`config.mk`:
```
export PLATFORM = sky130hd
export DESIGN_NAME = text_term_ctrl
export DESIGN_NICKNAME = d
export VERILOG_FILES = /design/src/rtl/text_term_ctrl.sv
export SDC_FILE = /design/constraint.sdc
export NUM_CORES = 1
export LEC_CHECK = 0
export ABC_AREA = 0
export CAP_MARGIN = 20
export CORE_ASPECT_RATIO = 0.8
export CORE_MARGIN = 3
export CORE_UTILIZATION = 45
export CTS_BUF_LIST = sky130_fd_sc_hd__clkbuf_2
export CTS_CLUSTER_DIAMETER = 100
export DETAILED_ROUTE_END_ITERATION = 10
export GPL_ROUTABILITY_DRIVEN = 0
export HOLD_SLACK_MARGIN = 0.12
export PLACE_DENSITY = 0.75
export SYNTH_ARGS = -nofsm -noshare
export SYNTH_HDL_FRONTEND = slang
export SYNTH_SLANG_ARGS = --single-unit
```
`constraint.sdc`:
```
create_clock -name clk -period 7.35 [get_ports clk]
set_input_delay 1.47 -clock clk [delete_from_list [all_inputs] [get_ports clk]]
set_output_delay 1.47 -clock clk [all_outputs]
set_load 0.01 [all_outputs]
```
`src/rtl/text_term_ctrl.sv`:
```
// Terminal controller: ASCII stream to 8x8 text buffer writes, cursor, scroll.
// Optional auto-clear after reset: TEXT_CLEAR_ON_RESET_EN.
module text_term_ctrl #(
  parameter int h_disp = 1280,
  parameter int v_disp = 1024,
  localparam int COLS = h_disp / 8,
  localparam int ROWS = v_disp / 8,
  localparam int addr_width = $clog2(COLS * ROWS),
  localparam int col_width = $clog2(COLS),
  localparam int row_width = $clog2(ROWS)
) (
  input  logic                  clk,
  input  logic                  rst_n,
  input  logic                  in_valid,
  input  logic [7:0]            in_char,
  output logic                  in_ready,
  output logic [addr_width-1:0] addr_write,
  output logic [7:0]            char_write,
  output logic                  write_enable,
  output logic [row_width-1:0]  top_row,
  output logic [col_width-1:0]  cursor_col,
  output logic [row_width-1:0]  cursor_row,
  output logic                  busy
);

  localparam logic [col_width-1:0] COL_LAST = col_width'(COLS - 1);
  localparam logic [row_width-1:0] ROW_LAST = row_width'(ROWS - 1);
  localparam logic [row_width:0] ROWS_W = (row_width + 1)'(ROWS);
  localparam logic [addr_width-1:0] ROW_CNT_LAST = addr_width'(COLS - 1);
  localparam logic [addr_width-1:0] CELL_LAST = addr_width'(COLS * ROWS - 1);

  typedef enum logic [1:0] {
    IDLE,
    CLR_ROW,
    CLR_ALL
  } state_e;

  state_e state_q, state_d;
  logic run_q, run_d;
  logic [row_width-1:0] top_q, top_d;
  logic [row_width-1:0] row_q, row_d;
  logic [col_width-1:0] col_q, col_d;
  logic [addr_width-1:0] cnt_q, cnt_d;
  logic we_q, we_d;
  logic [addr_width-1:0] addr_q, addr_d;
  logic [7:0] chr_q, chr_d;
  logic nl;
  logic printable;

  // Row wrap by compare so non-power-of-2 row counts work.
  function automatic logic [addr_width-1:0] phys(
    input logic [row_width-1:0] t,
    input logic [row_width-1:0] r,
    input logic [col_width-1:0] c
  );
    logic [row_width:0] s;
    s = {1'b0, t} + {1'b0, r};
    if (s >= ROWS_W) s = s - ROWS_W;
    return addr_width'(s) * addr_width'(COLS) + addr_width'(c);
  endfunction

  assign printable = (in_char >= 8'h20) && (in_char <= 8'h7E);
  assign in_ready = run_q && (state_q == IDLE);
  assign busy = (state_q != IDLE);
  assign write_enable = we_q;
  assign addr_write = addr_q;
  assign char_write = chr_q;
  assign top_row = top_q;
  assign cursor_col = col_q;
  assign cursor_row = row_q;

  // Next state: byte decode, cursor motion, scroll and clear sequencing.
  always_comb begin
    state_d = state_q;
    run_d = 1'b1;
    top_d = top_q;
    row_d = row_q;
    col_d = col_q;
    cnt_d = cnt_q;
    we_d = 1'b0;
    addr_d = addr_q;
    chr_d = chr_q;
    nl = 1'b0;
    unique case (state_q)
      IDLE: begin
        if (!run_q) begin
`ifdef TEXT_CLEAR_ON_RESET_EN
          state_d = CLR_ALL;
          cnt_d = '0;
`else
          state_d = IDLE;
`endif
        end else if (in_valid) begin
          unique case (1'b1)
            printable: begin
              we_d = 1'b1;
              addr_d = phys(top_q, row_q, col_q);
              chr_d = in_char;
              if (col_q == COL_LAST) nl = 1'b1;
              else col_d = col_q + 1'b1;
            end
            (in_char == 8'h0A): nl = 1'b1;
            (in_char == 8'h0D): col_d = '0;
            (in_char == 8'h08): begin
              if (col_q != '0) begin
                col_d = col_q - 1'b1;
                we_d = 1'b1;
                addr_d = phys(top_q, row_q, col_q - 1'b1);
                chr_d = 8'h20;
              end
            end
            (in_char == 8'h0C): begin
              state_d = CLR_ALL;
              cnt_d = '0;
              top_d = '0;
              row_d = '0;
              col_d = '0;
            end
            default: ;
          endcase
          if (nl) begin
            col_d = '0;
            if (row_q != ROW_LAST) begin
              row_d = row_q + 1'b1;
            end else begin
              top_d = (top_q == ROW_LAST) ? '0 : top_q + 1'b1;
              state_d = CLR_ROW;
              cnt_d = '0;
            end
          end
        end
      end
      CLR_ROW: begin
        we_d = 1'b1;
        chr_d = 8'h20;
        addr_d = phys(top_q, row_q, cnt_q[col_width-1:0]);
        cnt_d = cnt_q + 1'b1;
        if (cnt_q == ROW_CNT_LAST) state_d = IDLE;
      end
      CLR_ALL: begin
        we_d = 1'b1;
        chr_d = 8'h20;
        addr_d = cnt_q;
        cnt_d = cnt_q + 1'b1;
        if (cnt_q == CELL_LAST) state_d = IDLE;
      end
      default: state_d = IDLE;
    endcase
  end

  // State, cursor and registered write port.
  always_ff @(posedge clk or negedge rst_n) begin
    if (!rst_n) begin
      state_q <= IDLE;
      run_q <= 1'b0;
      top_q <= '0;
      row_q <= '0;
      col_q <= '0;
      cnt_q <= '0;
      we_q <= 1'b0;
      addr_q <= '0;
      chr_q <= '0;
    end else begin
      state_q <= state_d;
      run_q <= run_d;
      top_q <= top_d;
      row_q <= row_d;
      col_q <= col_d;
      cnt_q <= cnt_d;
      we_q <= we_d;
      addr_q <= addr_d;
      chr_q <= chr_d;
    end
  end

endmodule

```
Word-level counts from Yosys, hierarchy flattened
Cells that the tools add are included.
{ "totals": {"inputBits": 11, "ff_bits": 64, "wordCells": 117} }
{ "classes": {"n_mux": 56, "mul": 3, "add_sub_neg": 10, "eq_ne": 20, "order_cmp": 3, "n_reduce_logical": 16} }
{ "op_table": {"columns": ["operator", "count"], "rows": [
  ["two-way mux 8 bit", 17],
  ["two-way mux 15 bit", 8],
  ["case mux 15 bit (2 select lines)", 2],
  ["two-way mux 7 bit", 7],
  ["adder 15 x 8 -> 15 bit", 3],
  ["case mux 15 bit (3 select lines)", 1],
  ["== test 8 x 4 -> 1 bit (second input constant)", 4],
  ["case mux 8 bit (2 select lines)", 2],
  ["multiplier 8 x 3 -> 10 bit (second input constant)", 3],
  ["case mux 8 bit (3 select lines)", 1],
  ["adder 15 x 1 -> 15 bit (second input constant)", 1],
  ["== test 15 bit (second input constant)", 1],
  ["== test 15 x 8 -> 1 bit (second input constant)", 1],
  ["adder 7 x 1 -> 7 bit (second input constant)", 2],
  ["two-way mux 2 bit", 7],
  ["AND reduction 5 bit", 2],
  ["!= test 3 x 2 -> 1 bit (second input constant)", 3],
  ["AND reduction 3 bit", 3],
  ["adder 7 x 7 -> 8 bit", 1],
  ["adder 8 x 1 -> 8 bit (second input constant)", 1],
  ["== test 8 bit (second input constant)", 1],
  [">= comparator 8 x 6 -> 1 bit (second input constant)", 1],
  [">= comparator 8 bit (second input constant)", 1],
  ["<= comparator 8 x 7 -> 1 bit (second input constant)", 1],
  ["other kinds (20)", 34]
]} }

Longest topological paths before layout
{ "logic_depth": {"ltp_word": 15, "ltp_mapped": 16, "ltp_nobuf": 16} }

Least setup slack after synthesis
No wires, ideal clock.
{ "synth_path": {"path_kind": "input-to-reg", "start": "input port in_char[1]", "end": "register addr_q[12] (netlist: addr_write[12])", "required_time_ns": 7.273, "n_path_buf": 1, "setup_ns": 0.077, "path_stages": 14, "arrival_time_ns": 3.961, "path_slack_ns": 3.311, "cell_sequence": "nor4b_4 > nand3_4 > clkinv_4 > buf_2 > nand3_1 > xor2_1 > o21ai_0 > ha_1 > a211o_1 > o211ai_1 > nand3b_1 > xnor2_1 > a22oi_1 > a21oi_1"} }
{ "synth_between": {"elab_chain_len": 6} }
{ "synth_lines": {"columns": ["item", "line_no", "source"], "rows": [
  ["start, declared", "15", "input logic [7:0] in_char,"],
  [">= comparator 8 x 6 -> 1 bit / <= comparator 8 x 7 -> 1 bit (equally long branches)", "62", "assign printable = (in_char >= 8'h20) && (in_char <= 8'h7E);"],
  ["logical AND 1 bit", "62", null],
  ["case mux 15 bit (2 select lines)", "94", "unique case (1'b1)"],
  ["two-way mux 15 bit", "93", "end else if (in_valid) begin"],
  ["two-way mux 15 bit", "86", "if (!run_q) begin"],
  ["case mux 15 bit (3 select lines)", "84", "unique case (state_q)"],
  ["end signal, assigned", "171", "addr_q <= addr_d;"],
  ["end, declared", "45", "logic [addr_width-1:0] addr_q, addr_d;"]
]} }
Several ways; a longest one is shown, not always the timed one. The select of a mux whose other input is x is not followed.
A chain may end at the register's enable or synchronous reset.

Worst setup path in the final report
Same ends and word-level chain as after synthesis.

==> summary.md <==
| Metric | Value |
|---|---|
| Outcome | `complete, no violations` |
| Setup Viol. Count Final | `0` |
| Number of synthesized register bits | `64` |
| CTS tree | `yes` |
| Highest clock frequency the design can meet | `around 240 MHz` |
| Post-layout instance count excluding filler cells | `713` |
| Fraction of layout cells with a size suffix above 1 | `0.0556` |
| FFs w/ async S/R, synth | `1.00` |
| Overall die area | `11300 um2` |
| Wire length of the first global-routing pass | `between 15000 and 20000 um` |
| Hold-fix buffer count after cts | `0` |
| CP Max Fanout | `16` |
| Post_cts resized | `0` |
| Routed via count | `4082` |
| Total negative slack for setup checks | `0 ns` |
| Remaining max-slew budget at the tightest pin | `0.379` |
| Global-route usage over all layers | `0.217` |
| Gate count after technology mapping | `521` |
| Final instance area | `about 5400 um2` |
| Pre-antenna DRT Iters | `5` |
| Number of routed nets with antenna violations | `0` |
| Warnings, synthesis | `0` |
| Layout overhead on the synthesized area | `18.6%` |
| Data required, critical path | `7.81 ns` |
| CORE AREA | `roughly 9700 um2` |
| HPWL reported at the end of detailed placement | `8550 um` |
| Number of clock sinks | `64` |
| # DRC | `0` |
| Core Rows | `32` |
| Unique cell type count in the Yosys netlist | `61` |
| Post-synth top flop | `sky130_fd_sc_hd__dfrtp_1` |
| RSZ-0062 raised after global routing | `no` |
| Post-DR wirelength/cell | `16.3 um` |
| Fin crit period | `about 4.3 ns` |
| DRC marker count from the first detailed-route iteration | `about 280` |
| Actual slew at the worst max-slew pin | `0.925 ns` |
| Number of input and output port buffers inserted | `58` |
| Worst clock skew | `0.0301 ns` |
| Most frequent cells in the layout | `sky130_fd_sc_hd__nand2_1 (66), sky130_fd_sc_hd__dfrtp_1 (64), sky130_fd_sc_hd__clkdlybuf4s50_1 (57)` |
| Critical Path End Type | `flop` |
| Startpoint kind of the worst setup timing path | `primary input` |
| Sequential cell area fraction in the yosys report | `0.355` |
| Setup bufs post-CTS | `0` |
| Commonest non-fill, non-tap cell in the layout | `sky130_fd_sc_hd__nand2_1` |
| Die H | `approximately 96 um` |
| Vias in the first global route | `3824` |
| Start-to-end type of the worst setup path | `in -> reg` |
| CTS Root Buffer Type | `sky130_fd_sc_hd__clkbuf_2` |
| IO Count | `59` |
| Max H-tree Level | `3` |
| DRT Wirelength | `roughly 12000 um` |
| Overflow left after global routing | `0` |
| Final count of hold timing violations | `0` |
| Max Transition Viols Final | `0` |
| Clock insertion delay at the later pin of the skew report | `0.58 ns` |
| Initial antenna violation count | `1` |
| Fin Hold WS | `0.510 ns` |
| PwrDens | `204 nW/um2` |
| Number of nets in the layout | `619` |
| Number of placed instances, taps included | `696` |
| Largest vdd supply drop | `154 uV` |
| Max clock buf depth | `2` |
| Hold Path Class | `reg -> reg` |
| Critical path data arrival time | `~4.7 ns` |
| LEAKAGE | `2.43 nW` |
| TritonCTS Buffers | `9` |
| Clock-pin slew reported for the worst setup and hold paths after clock tree synthesis | `0.21 ns` |
| Width of the chip | `118 um` |
| Starting Density | `0.465` |
| EDFF count, synth | `0` |
| Mean Syn Cell Area | `~8.7 um2` |
| Tcrit/Tclk final | `0.578` |
| Maximum number of pins on one net before global-route repair | `65` |
| Placed inst area | `5180 um2` |
| Drt via density | `between 5 and 6` |
| Net Count, Synth | `569` |
| Max-cap check violation count | `0` |
| Syn Std Cell Area | `roughly 4500 um2` |
==> area by class of cell <==
cell class	count	area (um2)
clock inverter	7	119
sequential	64	1600
antenna	1	2.50
fill	903	4340
clock buffer	9	45.0
tap	136	170
inverter	14	57.6
multi-input combinational	422	2760
timing repair buffer	60	591
==> cells by family after synthesis <==
logic type,share of synthesized area
compound gates,0.205
xor+xnor,0.0602
fa+ha+maj,0.108
buf+inv,0.0319
flops,0.355
mux,0.0164
other cells,0.00167
simple gates,0.222
==> worst max-delay path, cell delays in order <==
cell	delay, ns
sky130_fd_sc_hd__clkdlybuf4s50_1	0.53
sky130_fd_sc_hd__nor4b_4	0.41
sky130_fd_sc_hd__nand3_4	0.20
sky130_fd_sc_hd__clkinv_4	0.18
sky130_fd_sc_hd__nand3_1	0.14
sky130_fd_sc_hd__xor2_1	0.18
sky130_fd_sc_hd__o21ai_0	0.35
sky130_fd_sc_hd__ha_1	0.32
sky130_fd_sc_hd__a211o_1	0.26
sky130_fd_sc_hd__o211ai_1	0.16
sky130_fd_sc_hd__nand3b_1	0.18
sky130_fd_sc_hd__xnor2_1	0.08
sky130_fd_sc_hd__a22oi_1	0.15
sky130_fd_sc_hd__a21oi_1	0.09
==> layer usage <==
| metal | up-vias | routed length, um | global-route usage |
|---|---|---|---|
| li1 | 1972 | - | - |
| met1 | 1971 | 5710 | 0.310 |
| met2 | 128 | 5140 | 0.333 |
| met3 | 11 | 659 | 0.0552 |
| met4 | 0 | 92 | 0.0527 |
| met5 | - | 0 | 0 |
==> state kept, by name, summed over array words and instances, names as in the netlist <==
register	flops
addr_write	15
cnt_q	15
char_write	8
cursor_col	8
cursor_row	7
top_row	7
state_q	2
run_q	1
write_enable	1
==> where the power goes <==
part	total [mW]	internal (mW)	leakage (nW)	switching, mW
Clock	0.292	0.147	0.0902	0.145
Sequential	0.482	0.411	0.835	0.0715
Combinational	0.319	0.162	1.50	0.157
Total	1.09	0.720	2.43	0.374
==> cells in the mapped netlist (2+ instances only) <==
master,number,share of area
sky130_fd_sc_hd__clkbuf_1,13,0.011
sky130_fd_sc_hd__o21ai_0,28,0.031
sky130_fd_sc_hd__and3_1,11,0.015
sky130_fd_sc_hd__o211ai_1,4,0.0067
sky130_fd_sc_hd__buf_2,6,0.0067
sky130_fd_sc_hd__nor2_1,56,0.047
sky130_fd_sc_hd__ha_1,34,0.094
sky130_fd_sc_hd__fa_1,3,0.013
sky130_fd_sc_hd__nor3b_1,3,0.0050
sky130_fd_sc_hd__o21bai_1,2,0.0033
sky130_fd_sc_hd__a211oi_1,2,0.0033
sky130_fd_sc_hd__a21oi_1,35,0.039
sky130_fd_sc_hd__and4_1,2,0.0039
sky130_fd_sc_hd__o2bb2ai_1,2,0.0039
sky130_fd_sc_hd__mux2i_1,4,0.0089
sky130_fd_sc_hd__a31oi_1,4,0.0055
sky130_fd_sc_hd__or2_2,4,0.0055
sky130_fd_sc_hd__nand2_1,66,0.055
sky130_fd_sc_hd__a21o_1,6,0.010
sky130_fd_sc_hd__xnor2_1,13,0.025
sky130_fd_sc_hd__a32o_1,2,0.0044
sky130_fd_sc_hd__nor2b_1,3,0.0042
sky130_fd_sc_hd__o21a_1,6,0.010
sky130_fd_sc_hd__conb_1,2,0.0017
sky130_fd_sc_hd__xor2_1,18,0.035
sky130_fd_sc_hd__buf_1,2,0.0017
sky130_fd_sc_hd__nand2b_1,9,0.012
sky130_fd_sc_hd__a22oi_1,11,0.018
sky130_fd_sc_hd__a2bb2oi_1,2,0.0039
sky130_fd_sc_hd__o21ai_1,4,0.0044
sky130_fd_sc_hd__nand3_1,16,0.018
sky130_fd_sc_hd__and2_1,5,0.0069
sky130_fd_sc_hd__a211o_1,3,0.0058
sky130_fd_sc_hd__o31ai_1,12,0.020
sky130_fd_sc_hd__nor4_1,4,0.0055
sky130_fd_sc_hd__nor3_1,9,0.010
sky130_fd_sc_hd__a22o_1,6,0.012
sky130_fd_sc_hd__nor4b_1,2,0.0039
sky130_fd_sc_hd__a221oi_1,2,0.0039
sky130_fd_sc_hd__dfrtp_1,64,0.36
sky130_fd_sc_hd__mux2_2,3,0.0075
sky130_fd_sc_hd__inv_1,13,0.011
sky130_fd_sc_hd__nand4_1,7,0.0097
==> metrics by stage <==
stage	power (mW)	setup slack, ns	utilization
2_1_floorplan	0.642	3.31	-
3_3_place_gp	0.795	2.63	0.534
3_5_place_dp	0.805	2.50	0.535
4_1_cts	1.10	3.14	0.552
5_1_grt	1.16	2.83	0.552
6_report	1.09	3.10	0.552
==> final timing paths <==
path                       slack, ns          start  cells after the start             end
min in group asynchronous       1.03          rst_n                      2   char_write[0]
hold / removal                  0.51  addr_write[3]                      1   addr_write[3]
hold reg to reg                 0.51  addr_write[3]                      1   addr_write[3]
setup reg to reg                3.39     top_row[0]                     16  addr_write[14]
max in group asynchronous       5.74          rst_n                      2   cursor_col[1]
setup / recovery                3.10     in_char[1]                     14  addr_write[12]
(Power assumes the default switching activity.)
